**src/rtl/mem_arbiter_pkg.sv**
```systemverilog
// mem_arbiter_pkg: owner-tag encoding and read-latency limits shared by the arbiter slice
package mem_arbiter_pkg;
   typedef enum logic [1:0] {
      TAG_NONE = 2'd0,
      TAG_I    = 2'd1,
      TAG_D    = 2'd2
   } tag_t;
   localparam int LAT_MIN = 1;
   localparam int LAT_MAX = 4;
endpackage

```
**src/rtl/mem_arbiter_if.sv**
```systemverilog
// mem_arbiter_if: instruction, data and shared memory port signals of the arbiter
interface mem_arbiter_if #(parameter int AW = 32);
   logic          i_req;
   logic [AW-1:0] i_addr;
   logic          i_gnt;
   logic          i_rvalid;
   logic [31:0]   i_rdata;
   logic          d_req;
   logic [3:0]    d_we;
   logic [AW-1:0] d_addr;
   logic [31:0]   d_wdata;
   logic          d_gnt;
   logic          d_rvalid;
   logic [31:0]   d_rdata;
   logic          mem_en;
   logic [3:0]    mem_we;
   logic [AW-1:0] mem_addr;
   logic [31:0]   mem_wdata;
   logic [31:0]   mem_rdata;
   modport slave (
      input  i_req, i_addr, d_req, d_we, d_addr, d_wdata, mem_rdata,
      output i_gnt, i_rvalid, i_rdata, d_gnt, d_rvalid, d_rdata,
             mem_en, mem_we, mem_addr, mem_wdata
   );
   modport master (
      output i_req, i_addr, d_req, d_we, d_addr, d_wdata, mem_rdata,
      input  i_gnt, i_rvalid, i_rdata, d_gnt, d_rvalid, d_rdata,
             mem_en, mem_we, mem_addr, mem_wdata
   );
endinterface

```
**src/rtl/mem_arb_tagpipe.sv**
```systemverilog
// mem_arb_tagpipe: LAT-deep shift register carrying the owner of each memory access
module mem_arb_tagpipe
   import mem_arbiter_pkg::*;
#(
   parameter int LAT = 1
) (
   input  logic clk,
   input  logic rst,
   input  tag_t i_tag,
   output tag_t o_tag
);
   localparam int DEPTH = (LAT < LAT_MIN) ? LAT_MIN : (LAT > LAT_MAX) ? LAT_MAX : LAT;
   tag_t r_pipe [DEPTH];
   // shift the owner tag one stage per cycle; reset drops every in-flight read
   always_ff @(posedge clk or negedge rst) begin
      if (!rst) begin
         for (int k = 0; k < DEPTH; k++) r_pipe[k] <= TAG_NONE;
      end else begin
         r_pipe[0] <= i_tag;
         for (int k = 1; k < DEPTH; k++) r_pipe[k] <= r_pipe[k-1];
      end
   end
   assign o_tag = r_pipe[DEPTH-1];
endmodule

```
**src/rtl/mem_arbiter.sv**
```systemverilog
// mem_arbiter: data-over-instruction arbiter for one memory port; MEM_ARBITER_STARVE_EN adds the instruction-side starvation boost
module mem_arbiter
   import mem_arbiter_pkg::*;
#(
   parameter int AW         = 32,
   parameter int LAT        = 1,
   parameter int STARVE_MAX = 4
) (
   input  logic         clk,
   input  logic         rst,
   mem_arbiter_if.slave bus
);
   logic          w_boost;
   logic          w_i_gnt;
   logic          w_d_gnt;
   logic [AW-1:0] w_addr;
   tag_t          w_tag_in;
   tag_t          w_tag_out;
   logic          w_i_rv;
   logic          w_d_rv;
   logic [31:0]   r_i_rdata;
   logic [31:0]   r_d_rdata;
`ifdef MEM_ARBITER_STARVE_EN
   localparam int CW = (STARVE_MAX < 1) ? 1 : $clog2(STARVE_MAX + 1);
   logic [CW-1:0] r_starve;
   // count consecutive cycles the instruction side waits, saturating at the boost threshold
   always_ff @(posedge clk or negedge rst) begin
      if (!rst) r_starve <= '0;
      else if (!bus.i_req || w_i_gnt) r_starve <= '0;
      else if (r_starve != CW'(STARVE_MAX)) r_starve <= r_starve + 1'b1;
   end
   assign w_boost = (r_starve == CW'(STARVE_MAX));
`else
   assign w_boost = 1'b0;
`endif
   assign w_i_gnt = rst && bus.i_req && (!bus.d_req || w_boost);
   assign w_d_gnt = rst && bus.d_req && !w_i_gnt;
   assign w_addr  = w_i_gnt ? bus.i_addr : bus.d_addr;
   // drive the shared memory port from whichever side won this cycle
   always_comb begin
      bus.i_gnt     = w_i_gnt;
      bus.d_gnt     = w_d_gnt;
      bus.mem_en    = w_i_gnt || w_d_gnt;
      bus.mem_we    = w_d_gnt ? bus.d_we : 4'b0000;
      bus.mem_addr  = w_addr;
      bus.mem_wdata = bus.d_wdata;
      w_tag_in      = w_i_gnt ? TAG_I : (w_d_gnt && bus.d_we == 4'b0000) ? TAG_D : TAG_NONE;
   end
   mem_arb_tagpipe #(.LAT(LAT)) u_tagpipe (
      .clk   (clk),
      .rst   (rst),
      .i_tag (w_tag_in),
      .o_tag (w_tag_out)
   );
   assign w_i_rv = (w_tag_out == TAG_I);
   assign w_d_rv = (w_tag_out == TAG_D);
   // remember the last returned word per side so rdata holds between responses
   always_ff @(posedge clk or negedge rst) begin
      if (!rst) begin
         r_i_rdata <= '0;
         r_d_rdata <= '0;
      end else begin
         if (w_i_rv) r_i_rdata <= bus.mem_rdata;
         if (w_d_rv) r_d_rdata <= bus.mem_rdata;
      end
   end
   assign bus.i_rvalid = w_i_rv;
   assign bus.d_rvalid = w_d_rv;
   assign bus.i_rdata  = w_i_rv ? bus.mem_rdata : r_i_rdata;
   assign bus.d_rdata  = w_d_rv ? bus.mem_rdata : r_d_rdata;
endmodule

```
**src/flat_wrapper.sv**
```systemverilog
// flat-port wrapper written by rule: the top's interface ports become plain ports
module mem_arbiter_flat import mem_arbiter_pkg::*;
#(
   parameter int AW         = 32,
   parameter int LAT        = 1,
   parameter int STARVE_MAX = 4
)
  (clk, rst, bus_i_req, bus_i_addr, bus_d_req, bus_d_we, bus_d_addr, bus_d_wdata, bus_mem_rdata, bus_i_gnt, bus_i_rvalid, bus_i_rdata, bus_d_gnt, bus_d_rvalid, bus_d_rdata, bus_mem_en, bus_mem_we, bus_mem_addr, bus_mem_wdata);
  mem_arbiter_if #(.AW(AW)) bus_i ();
  input  logic clk;
  input  logic rst;
  input wire logic [$bits(bus_i.i_req)-1:0] bus_i_req;
  input wire logic [$bits(bus_i.i_addr)-1:0] bus_i_addr;
  input wire logic [$bits(bus_i.d_req)-1:0] bus_d_req;
  input wire logic [$bits(bus_i.d_we)-1:0] bus_d_we;
  input wire logic [$bits(bus_i.d_addr)-1:0] bus_d_addr;
  input wire logic [$bits(bus_i.d_wdata)-1:0] bus_d_wdata;
  input wire logic [$bits(bus_i.mem_rdata)-1:0] bus_mem_rdata;
  output wire logic [$bits(bus_i.i_gnt)-1:0] bus_i_gnt;
  output wire logic [$bits(bus_i.i_rvalid)-1:0] bus_i_rvalid;
  output wire logic [$bits(bus_i.i_rdata)-1:0] bus_i_rdata;
  output wire logic [$bits(bus_i.d_gnt)-1:0] bus_d_gnt;
  output wire logic [$bits(bus_i.d_rvalid)-1:0] bus_d_rvalid;
  output wire logic [$bits(bus_i.d_rdata)-1:0] bus_d_rdata;
  output wire logic [$bits(bus_i.mem_en)-1:0] bus_mem_en;
  output wire logic [$bits(bus_i.mem_we)-1:0] bus_mem_we;
  output wire logic [$bits(bus_i.mem_addr)-1:0] bus_mem_addr;
  output wire logic [$bits(bus_i.mem_wdata)-1:0] bus_mem_wdata;
  assign bus_i.i_req = bus_i_req;
  assign bus_i.i_addr = bus_i_addr;
  assign bus_i.d_req = bus_d_req;
  assign bus_i.d_we = bus_d_we;
  assign bus_i.d_addr = bus_d_addr;
  assign bus_i.d_wdata = bus_d_wdata;
  assign bus_i.mem_rdata = bus_mem_rdata;
  assign bus_i_gnt = bus_i.i_gnt;
  assign bus_i_rvalid = bus_i.i_rvalid;
  assign bus_i_rdata = bus_i.i_rdata;
  assign bus_d_gnt = bus_i.d_gnt;
  assign bus_d_rvalid = bus_i.d_rvalid;
  assign bus_d_rdata = bus_i.d_rdata;
  assign bus_mem_en = bus_i.mem_en;
  assign bus_mem_we = bus_i.mem_we;
  assign bus_mem_addr = bus_i.mem_addr;
  assign bus_mem_wdata = bus_i.mem_wdata;
  mem_arbiter #(.AW(AW), .LAT(LAT), .STARVE_MAX(STARVE_MAX)) u_core (.clk(clk), .rst(rst), .bus(bus_i));
endmodule
```
**config.mk**
```make
export PLATFORM = sky130hd
export DESIGN_NAME = mem_arbiter_flat
export DESIGN_NICKNAME = d
export VERILOG_FILES = /design/src/rtl/mem_arbiter_pkg.sv /design/src/rtl/mem_arbiter_if.sv /design/src/rtl/mem_arb_tagpipe.sv /design/src/rtl/mem_arbiter.sv /design/src/flat_wrapper.sv
export SDC_FILE = /design/constraint.sdc
export NUM_CORES = 1
export LEC_CHECK = 0
export ABC_AREA = 0
export ABC_CLOCK_PERIOD_IN_PS = 2200
export CORE_AREA = 2 2 106 108
export DETAILED_ROUTE_END_ITERATION = 8
export DIE_AREA = 0 0 108 110
export HOLD_SLACK_MARGIN = 0.03
export PLACE_DENSITY_LB_ADDON = 0.2
export SYNTH_ARGS = -nofsm -noshare
export SYNTH_HDL_FRONTEND = slang
export SYNTH_SLANG_ARGS = --single-unit
```
**constraint.sdc**
```tcl
create_clock -name clk -period 2.2 [get_ports clk]
set_input_delay 0.22 -clock clk [delete_from_list [all_inputs] [get_ports clk]]
set_output_delay 0.22 -clock clk [all_outputs]
set_load 0.01 [all_outputs]
```
=== Word-level counts from Yosys, hierarchy flattened ===
Cells that the tools add are included.

* Memories kept: 0
* Bits in read-only memories: 0
* Memory bits (writable): 0
* Latch bits: 0
* Input port bits: 136
* Output and inout bits: 137
* Logic and storage cells: 20
* Bits in registers: 66

* Add/sub/neg operators: 0
* Divide/modulo/power cells: 0
* Equality and inequality tests: 2
* Shift operators: 0
* Reduce and logical (&&, ||, !) cells: 9
* $lt $le $gt $ge: 0
* Multiply operators: 0
* Bitwise logic cells: 0
* Muxes and demuxes: 6

{| class="wikitable"
|+ Operator list
! kind !! count
|-
| $mux W32 || 3
|-
| $logic_and A1 B1 Y1 || 5
|-
| $logic_not A4 Y1 || 1
|-
| $mux W2 || 2
|-
| $mux W4 || 1
|-
| $eq A2 B1 Y1 const B || 1
|-
| $eq A2 B2 Y1 const B || 1
|-
| $logic_not A1 Y1 || 2
|-
| $logic_or A1 B1 Y1 || 1
|}

=== Logic depth before layout (Yosys ltp) ===
Gate-level depths: netlist (run 1).

* Depth in word-level cells: 7
* Gate-level depth with buffers: 4
* Mapped depth without buffers: 2

=== Modules after synthesis ===
From an unflattened synthesis (run 1), not the netlist that was laid out.

* Cell total of the unflattened synthesis: 218
* Area, all modules: 3273.1 um^2

{| class="wikitable"
|+ Modules (own cells, without submodules)
! module !! instances !! cells an instance !! sequential area each (um^2) !! area each (um^2)
|-
| mem_arbiter || 1 || 216 || 1601.5 || 3223.1
|-
| mem_arb_tagpipe || 1 || 2 || 50.0 || 50.0
|}

=== Least setup slack after synthesis (run 1) ===
No wires, ideal clock.

* Path type: register -> output
* From: register u_core.u_tagpipe.r_pipe (netlist bit u_core.u_tagpipe.o_tag[1])
* To: output bus_i_rdata[16]
* Cell stages (with the launch flop): 5
* Data required time: 1.980 ns
* Arrival: 1.158 ns
* Path slack: 0.822 ns
* Buffers on the path: 2
* Cells stage by stage: dfrtp_1 nor2b_1 buf_2 buf_4 mux2_2

* Cells in the longest elaborated chain, start to end: 2

{| class="wikitable"
|+ Ends and longest elaborated chain
! what !! RTL line !! RTL
|-
| start: declaration || mem_arb_tagpipe.sv:13 || <nowiki>tag_t r_pipe [DEPTH];</nowiki>
|-
| $eq A2 B1 Y1 || mem_arbiter.sv:55 || <nowiki>assign w_i_rv = (w_tag_out == TAG_I);</nowiki>
|-
| net bus_i_rvalid || flat_wrapper.sv:20 || <nowiki>output wire logic [$bits(bus_i.i_rvalid)-1:0] bus_i_rvalid;</nowiki>
|-
| $mux W32 || n/a ||
|-
| end: declaration || flat_wrapper.sv:21 || <nowiki>output wire logic [$bits(bus_i.i_rdata)-1:0] bus_i_rdata;</nowiki>
|}

The timed path passes the listed nets, and every way through them passes these cells.

=== Final worst setup path (run 1) ===
* From: register u_core.u_tagpipe.r_pipe (netlist bit u_core.u_tagpipe.o_tag[1])
* To: output bus_d_rdata[1]

* Cells in the longest elaborated chain, start to end: 2

{| class="wikitable"
|+ Ends and longest elaborated chain
! what !! RTL line !! RTL
|-
| $eq A2 B2 Y1 || mem_arbiter.sv:56 || <nowiki>assign w_d_rv = (w_tag_out == TAG_D);</nowiki>
|-
| $mux W32 || n/a ||
|-
| end: declaration || flat_wrapper.sv:24 || <nowiki>output wire logic [$bits(bus_i.d_rdata)-1:0] bus_d_rdata;</nowiki>
|}

Every way passes these cells.

==> impl_metrics.env, run 1 <==
export IMPL_drc=0
export IMPL_htreeDepth=3
export IMPL_cts_root_buffer="clkbuf_8"
export IMPL_grt_pass1_vias=2521
export IMPL_num_vias=2417
export IMPL_worst_setup_path_start_kind="register"
export IMPL_ys_types=14
export IMPL_irDropWorstVdd_uv=311
export IMPL_track_usage_pct=16.0
export IMPL_fmax_mhz=472
export IMPL_yosysSeqAreaShare_pct=50.5
export IMPL_synth_area_per_cell_um2=15.0
export IMPL_dp_hpwl_mm=7.90
export IMPL_die_h_um=110
export IMPL_grt_overflow=0
export IMPL_min_period_ns=2.12
export IMPL_die_area_um2=11900
export IMPL_cts_buffers=9
export IMPL_cp_arrival_ns=1.90
export IMPL_endpoint="bus_d_rdata[1]"
export IMPL_initial_core_util_pct=30.6
export IMPL_met2_usage_pct=29.5
export IMPL_num_rows=38
export IMPL_met1_usage_pct=16.7
export IMPL_antenna_found_initial=0
export IMPL_setup_viol=0
export IMPL_final_setup_tns_ns=0
export IMPL_fin_crit_sh_pct=96.3
export IMPL_worst_skew_pair_late_latency_ns=0.34
export IMPL_clock_path_buffers=2
export IMPL_ys_warn_count=0
export IMPL_tightest_slew_ns=0.823
export IMPL_gr_max_usage_layer="met2"
export IMPL_fin_util_pct=51.6
export IMPL_hold_ws_ns=0.186
export IMPL_gp_congestion=0.764
export IMPL_cts_sinks=66
export IMPL_syn_to_final_growth_pct=68.5
export IMPL_via_per_inst=4.41
export IMPL_end_kind="output port"
export IMPL_relSlewSlack_pct=45.1
export IMPL_required_ns=1.98
export IMPL_synthCells=218
export IMPL_dp_cells=531
export IMPL_first_pass_iters=4
export IMPL_avgRoutedWirePerCell_um=18.3
export IMPL_grt_setup_unrepaired="false"
export IMPL_hp_class="input pin to async pin"
export IMPL_powerDensity_nw_per_um2=695
export IMPL_core_area_um2=10700
export IMPL_finalHoldViolations=0
export IMPL_final_cell_mix="169 x clkdlybuf4s50_1, 67 x mux2_2, 66 x dfrtp_1"
export IMPL_cp_startpoint="u_core.u_tagpipe.o_tag[1]"
export IMPL_grt_pass1_wl_mm=14.0
export IMPL_n_antenna_cell=0
export IMPL_grt_max_degree=67
export IMPL_use_met3_pct=6.88
export IMPL_critical_path_class="register to output port"
export IMPL_nets=539
export IMPL_tritoncts="yes"
export IMPL_maxCapViolCount=0
export IMPL_ys_seq_elements=66
export IMPL_die_x_um=108
export IMPL_final_common_cell="clkdlybuf4s50_1"
export IMPL_ctsHoldBuffers=0
export IMPL_r2r_start="u_core.u_tagpipe.o_tag[1]"
export IMPL_r2r_cells=3
export IMPL_leakage_nw=2.51
export IMPL_drtIter0Drc=25
export IMPL_io_pins=273
export IMPL_maxSlewViolCount=0
export IMPL_worstReg2RegEnd="u_core.r_i_rdata[20]"
export IMPL_routed_wl_mm=10.0
export IMPL_finalNonFillerCells=548
export IMPL_path_clk_slew_ns=0.08
export IMPL_port_buffers=208
export IMPL_synth_fp_nets=354
export IMPL_critPathMaxFanout=6
export IMPL_r2r_slack_ns=0.89
export IMPL_syn_area_um2=3270
export IMPL_detail_route_antenna_nets=0
export IMPL_status="complete, no violations"
export IMPL_drive_above_1_share_pct=30.6
export IMPL_clock_skew_ns=0.00988
## stage by stage
step	power [mW]	instance area [µm²]	setup WS, ns
after global routing	4.06	5520	0.0000295
after floorplan	2.11	3270	0.822
after global placement	2.92	5310	0.0901
after CTS	3.92	5490	0.0156
after detailed placement	2.94	5310	0.0729
final	3.83	5520	0.0820
## flip-flops by register name, summed over array words and instances (netlist names)
register                flops
u_core.r_d_rdata           32
u_core.r_i_rdata           32
u_core.u_tagpipe.o_tag      2
## cells in the mapped netlist, drive strengths merged
cell type	instances	area (µm²)
mux2	96	1190
dfrtp	66	1650
buf	43	340
and3	4	25.0
and2	2	12.5
inv	2	7.51
nand2b	1	6.26
nand3b	1	20.0
nor2b	1	6.26
nor4	1	6.26
o21a	1	7.51
## metal layers
layer / wire (µm) / share of wire [%]
met1: 3480 / 35
met4: 75 / 0.75
met2: 5450 / 54
met3: 1020 / 10
met5: 0 / 0
## layout make-up
| cell class | instances | area, µm² |
|---|---|---|
| clock buffer | 9 | 124 |
| clock inverter | 7 | 76.3 |
| fill | 951 | 5180 |
| inverter | 2 | 7.51 |
| multi-input combinational | 107 | 1290 |
| sequential | 66 | 1650 |
| tap | 140 | 175 |
| timing repair buffer | 217 | 2190 |
## worst max-delay path, stage by stage (launching register included)
cell and delay, ns:
dfrtp_1 0.43, nand2b_4 0.13, buf_4 0.18, mux2_2 0.36, clkdlybuf4s50_1 0.48
## kinds of logic after synthesis
| group | synth area share, % |
|---|---|
| AND/OR/NAND/NOR | 2.33 |
| multiplexers | 36.4 |
| flip-flops | 50.5 |
| buffers and inverters | 10.6 |
| AO/OA/AOI/OAI | 0.229 |
## report_power, final
part / switching (mW) / internal, mW / leakage (nW)
combinational: 0.499 / 0.813 / 1.63
sequential: 0.0533 / 1.45 / 0.779
clock: 0.490 / 0.531 / 0.0962
total: 1.04 / 2.79 / 2.51
## what timing repair did
item	in CTS	in global routing
buffers inserted	1	0
endpoints found under the setup margin	53	11
pin swaps	0	0
resized for setup	29	11
## how the worst min path moves through the flow
| stage | end | startpoint | slack, ns |
|---|---|---|---|
| 6_report | u_core.r_i_rdata[28] | rst | 0.19 |
| 5_1_grt | u_core.r_i_rdata[0] | rst | 0.27 |
| 4_1_cts | u_core.r_d_rdata[31] | rst | 0.21 |
| 3_5_place_dp | bus_mem_wdata[15] | bus_d_wdata[15] | 0.44 |
| 3_3_place_gp | bus_mem_wdata[15] | bus_d_wdata[15] | 0.44 |
| 2_1_floorplan | u_core.r_d_rdata[0] | rst | -0.08 |
Note: power is estimated with default switching activity, not from simulation.
==> run 2: changes to the inputs <==
--- a/config.mk
+++ b/config.mk
@@ -11,7 +11,7 @@
 export DETAILED_ROUTE_END_ITERATION = 8
 export DIE_AREA = 0 0 108 110
 export HOLD_SLACK_MARGIN = 0.03
-export PLACE_DENSITY_LB_ADDON = 0.2
+export PLACE_DENSITY = 0.85
 export SYNTH_ARGS = -nofsm -noshare
 export SYNTH_HDL_FRONTEND = slang
 export SYNTH_SLANG_ARGS = --single-unit
==> run 2 against run 1 <==
Against the previous run: clock power is 11% lower; combinational power is 5% lower; critical path depth is 1 higher; sequential share of layout area is 0.27 points higher; design area is 0.91% lower; hold slack worse by 0.031 ns; clock-buffer cell count is 4 higher; sequential power hardly changed; largest power group unchanged; worst setup slack worse by 0.018 ns; highest routed layer unchanged; via count is 1.4% higher.
==> impl_metrics.env, run 2 (same netlist as run 1, synthesis figures left out) <==
export IMPL_grt_overflow=0
export IMPL_io_pins=273
export IMPL_powerDensity_nw_per_um2=670
export IMPL_gr_max_usage_layer="met2"
export IMPL_die_area_um2=11900
export IMPL_met2_usage_pct=34.5
export IMPL_worst_skew_pair_late_latency_ns=0.34
export IMPL_finalPower_mw=3.66
export IMPL_maxCapViolCount=0
export IMPL_drtIter0Drc=83
export IMPL_routed_wl_mm=11.1
export IMPL_dp_hpwl_mm=8.72
export IMPL_use_met3_pct=5.58
export IMPL_grt_pass1_vias=2761
export IMPL_fmax_mhz=468
export IMPL_die_h_um=110
export IMPL_ctsHoldBuffers=0
export IMPL_grt_pass1_wl_mm=15.5
export IMPL_worst_setup_path_start_kind="input pin"
export IMPL_cts_sinks=66
export IMPL_relSlewSlack_pct=44.9
export IMPL_setup_viol=0
export IMPL_final_cell_mix="146 x clkdlybuf4s50_1, 67 x mux2_2, 66 x dfrtp_1"
export IMPL_die_x_um=108
export IMPL_layout_setup_ws_ns=0.0643
export IMPL_finalHoldViolations=0
export IMPL_track_usage_pct=18.0
export IMPL_hp_class="input pin to async pin"
export IMPL_antenna_found_initial=0
export IMPL_htreeDepth=3
export IMPL_path_clk_slew_ns=0.07
export IMPL_maxSlewViolCount=0
export IMPL_clock_skew_ns=0.00733
export IMPL_core_area_um2=10700
export IMPL_leakage_nw=2.47
export IMPL_tritoncts="yes"
export IMPL_drc=0
export IMPL_met1_usage_pct=17.8
export IMPL_detail_route_antenna_nets=0
export IMPL_port_buffers=208
export IMPL_n_antenna_cell=0
export IMPL_min_period_ns=2.14
export IMPL_status="complete, no violations"
export IMPL_final_common_cell="clkdlybuf4s50_1"
export IMPL_critical_path_class="input pin to output port"
export IMPL_tightest_slew_ns=0.826
export IMPL_grt_max_degree=67
export IMPL_first_pass_iters=3
export IMPL_required_ns=1.98
export IMPL_syn_to_final_growth_pct=67.0
export IMPL_irDropWorstVdd_uv=370
export IMPL_gp_congestion=0.776
export IMPL_cts_buffers=9
export IMPL_initial_core_util_pct=30.6
export IMPL_grt_setup_unrepaired="false"
export IMPL_drive_above_1_share_pct=31.0
export IMPL_final_setup_tns_ns=0
export IMPL_avgRoutedWirePerCell_um=20.0
export IMPL_end_kind="output port"
export IMPL_pre_cts_slack_ns=0.0497
export IMPL_cp_arrival_ns=1.92
export IMPL_clock_path_buffers=2
export IMPL_num_vias=2452
export IMPL_num_rows=38
export IMPL_via_per_inst=4.43
export IMPL_cts_root_buffer="clkbuf_8"
export IMPL_nets=545
export IMPL_fin_crit_sh_pct=97.1
export IMPL_critPathMaxFanout=23
==> run 2: changes by cell type in the layout (fill, tap and decap cells not counted), sizes merged, moves of 2 or more <==
cell | previous run | this run
dlygate4sd2 | 27 | 61
clkdlybuf4s50 | 169 | 146
dlymetal6s2s | 11 | 0
buf | 10 | 15
clkbuf | 9 | 14
inv | 4 | 2
==> run 2: cell type report <==
cell class	count	area, µm²
Fill cell	972	5230
Timing Repair Buffer	223	2170
Sequential cell	66	1650
Multi-Input combinational cell	107	1290
Tap cell	140	175
Clock buffer	13	159
Clock inverter	2	12.5
Inverter	2	7.51
==> run 2: routing by layer <==
metal	vias to the layer above	wire [µm]
met5	-	0
met4	0	242
met3	15	862
met2	148	6100
met1	1187	3880
li1	1102	-
==> run 2: final timing paths <==
check | startpoint | end | slack [ns] | cells past startpoint
max | bus_d_req | bus_mem_addr[0] | 0.06 | 5
min | rst | u_core.r_i_rdata[25] | 0.16 | 2
max reg2reg | u_core.u_tagpipe.o_tag[1] | u_core.r_i_rdata[16] | 0.86 | 3
min reg2reg | u_core.r_d_rdata[14] | u_core.r_d_rdata[14] | 0.49 | 1
max in group asynchronous | rst | u_core.r_i_rdata[30] | 1.50 | 2
min in group clk | rst | u_core.u_tagpipe.o_tag[1] | 0.32 | 3
==> run 2: critical path, stage by stage <==
cell and delay [ns]:
clkdlybuf4s50_1 0.49, nand3b_4 0.15, buf_12 0.20, mux2_2 0.37
clkdlybuf4s50_1 0.48
==> run 2: through the flow <==
stage | area, µm² | instances | hold WS [ns] | utilization, %
finish | 5470 | 553 | 0.155 | 51.1
global route | 5470 | 553 | 0.252 | 51.1
CTS | 5380 | 544 | 0.202 | 50.2
detailed placement | 5280 | 529 | 0.440 | 49.4
global placement | 5280 | 529 | 0.440 | 49.4
floorplan | 3270 | 218 | -0.0756 | -
==> run 2: power by group <==
part           switching, mW  total, mW  internal (mW)
clock network          0.445      0.908          0.463
registers             0.0594       1.51           1.45
logic                  0.514       1.24          0.730
total                   1.02       3.66           2.64
==> run 2: what timing repair did <==
action	CTS	global route
setup endpoints to repair	61	3
setup buffers	0	8
resized for setup	61	1
pin swaps	0	0
cloned	0	1
==> run 3: changes to the inputs <==
--- a/config.mk
+++ b/config.mk
@@ -7,11 +7,12 @@
 export LEC_CHECK = 0
 export ABC_AREA = 0
 export ABC_CLOCK_PERIOD_IN_PS = 2200
-export CORE_AREA = 2 2 106 108
+export CORE_MARGIN = 10
+export CORE_UTILIZATION = 35
+export CTS_BUF_LIST = sky130_fd_sc_hd__clkbuf_8 sky130_fd_sc_hd__clkbuf_16
 export DETAILED_ROUTE_END_ITERATION = 8
-export DIE_AREA = 0 0 108 110
 export HOLD_SLACK_MARGIN = 0.03
-export PLACE_DENSITY = 0.85
+export PLACE_DENSITY = 0.94
 export SYNTH_ARGS = -nofsm -noshare
 export SYNTH_HDL_FRONTEND = slang
 export SYNTH_SLANG_ARGS = --single-unit
==> run 3 against run 2 <==
Against the previous run: via count decreased by 2.7%; register-to-register slack improved by 0.03 ns; highest routed layer unchanged; non-clock buffer count decreased by 7; routed wire length increased by 6.1%; clock power increased by 13%; worst setup slack improved by 0.011 ns; critical path depth unchanged.
==> impl_metrics.env, run 3 (same netlist as run 1, synthesis figures left out) <==
export IMPL_cts_sinks=66
export IMPL_crit_chain="clkdlybuf4s50_1 -> nand3b_4 -> buf_12 -> mux2_2 -> clkdlybuf4s50_1"
export IMPL_intPower_mw=2.81
export IMPL_leakage_nw=2.48
export IMPL_routed_wl_mm=11.8
export IMPL_cp_arrival_ns=1.90
export IMPL_p_sw_share_pct=27.3
export IMPL_hold_ws_ns=0.160
export IMPL_grt_max_degree=62
export IMPL_antenna_found_initial=0
export IMPL_initial_core_util_pct=35.8
export IMPL_track_usage_pct=16.5
export IMPL_p_switching_mw=1.05
export IMPL_num_rows=35
export IMPL_grt_overflow=0
export IMPL_drive_above_1_share_pct=30.2
export IMPL_final_cell_mix="168 x clkdlybuf4s50_1, 67 x mux2_2, 65 x dfrtp_1"
export IMPL_nets=538
export IMPL_drc=0
export IMPL_avgRoutedWirePerCell_um=22.7
export IMPL_grt_pass1_wl_mm=16.8
export IMPL_worst_skew_pair_late_latency_ns=0.34
export IMPL_status="complete, no violations"
export IMPL_relSlewSlack_pct=49.8
export IMPL_cts_root_buffer="clkbuf_8"
export IMPL_clock_path_buffers=2
export IMPL_critical_path_class="input pin to output port"
export IMPL_worst_setup_path_start_kind="input pin"
export IMPL_finalNonFillerCells=518
export IMPL_maxCapViolCount=0
export IMPL_via_per_inst=4.60
export IMPL_finalHoldViolations=0
export IMPL_core_area_um2=9150
export IMPL_tritoncts="yes"
export IMPL_drtIter0Drc=87
export IMPL_num_vias=2385
export IMPL_grt_pass1_vias=2853
export IMPL_seqPwrFrac_pct=39.0
export IMPL_clock_skew_ns=0.0108
export IMPL_irDropWorstVdd_uv=303
export IMPL_maxSlewViolCount=0
export IMPL_io_pins=273
export IMPL_r2r_cells=3
export IMPL_first_pass_iters=3
export IMPL_hp_class="input pin to async pin"
export IMPL_n_antenna_cell=0
export IMPL_path_clk_slew_ns=0.08
export IMPL_port_buffers=208
export IMPL_fmax_mhz=471
export IMPL_dp_hpwl_mm=9.84
export IMPL_setup_viol=0
export IMPL_crit_slowest_cell="clkdlybuf4s50_1"
export IMPL_critPathMaxFanout=19
export IMPL_fin_crit_sh_pct=96.6
export IMPL_die_x_um=117
export IMPL_htreeDepth=3
export IMPL_cpPeakStageDelay_ns=0.49
export IMPL_detail_route_antenna_nets=0
export IMPL_final_common_cell="clkdlybuf4s50_1"
export IMPL_cp_common_cell="clkdlybuf4s50_1"
export IMPL_tightest_slew_ns=0.753
export IMPL_powerDensity_nw_per_um2=706
export IMPL_grt_setup_unrepaired="false"
export IMPL_end_kind="output port"
export IMPL_cts_setup_buffers=0
export IMPL_dp_cells=501
export IMPL_die_h_um=117
export IMPL_clockPowerShare_pct=26.6
export IMPL_nFillCells=735
export IMPL_syn_to_final_growth_pct=67.2
export IMPL_min_period_ns=2.12
export IMPL_cts_buffers=9
export IMPL_required_ns=1.98
export IMPL_combPwrFrac_pct=34.4
export IMPL_die_area_um2=13600
export IMPL_gp_congestion=0.764
run 3: critical path: cells and delay by family:
family	cells	cell delay (ns)
buffers and inverters	3	1.17
multiplexers	1	0.35
AND/OR/NAND/NOR	1	0.17
run 3: cell type report:
cell class | count | area, µm² | area share, %
Clock buffer | 10 | 138 | 2.51
Clock inverter | 6 | 66.3 | 1.21
Inverter | 2 | 7.51 | 0.137
Multi-Input combinational cell | 107 | 1290 | 23.5
Sequential cell | 66 | 1650 | 30.2
Tap cell | 111 | 139 | 2.54
Timing Repair Buffer | 216 | 2180 | 39.9
run 3: final timing paths:
kind / endpoint / startpoint / slack [ns]
max: bus_mem_addr[31] / bus_d_req / 0.08
min: u_core.r_i_rdata[28] / rst / 0.16
max reg2reg: u_core.r_i_rdata[8] / u_core.u_tagpipe.o_tag[1] / 0.89
min reg2reg: u_core.r_i_rdata[29] / u_core.r_i_rdata[29] / 0.49
max in group asynchronous: u_core.r_i_rdata[4] / rst / 1.56
min in group clk: u_core.u_tagpipe.o_tag[1] / rst / 0.36
run 3: repair_timing:
action / in CTS / in global routing
hold buffers: 1 / 0
hold endpoints to repair: 5 / 0
setup endpoints to repair: 64 / 32
gates resized for setup: 34 / 13
run 3: layer usage:
layer  track usage (%)  part of all wire (%)
met1              15.8                    34
met2              30.4                    54
met3              8.99                    11
met4              3.54                  0.56
met5                 0                     0
run 3: per-stage QoR:
step                      worst slack, ns  setup TNS [ns]  utilization (%)  power (mW)  area (µm²)
after floorplan                     0.822               0                -        2.11        3270
after global placement             0.0901               0             57.4        2.92        5250
after detailed placement           0.0616               0             57.4        2.97        5250
after CTS                        -0.00457        -0.00457             59.4        3.94        5430
after global routing              0.00400               0             59.8        4.07        5470
final                              0.0758               0             59.8        3.86        5470
run 3: power groups by stage:
stage	clock [mW]	combinational (mW)	sequential (mW)
4_1_cts	1.07	1.37	1.51
3_3_place_gp	0	1.41	1.51
6_report	1.03	1.33	1.50
2_1_floorplan	0	0.609	1.50
3_5_place_dp	0	1.44	1.53
5_1_grt	1.12	1.43	1.53
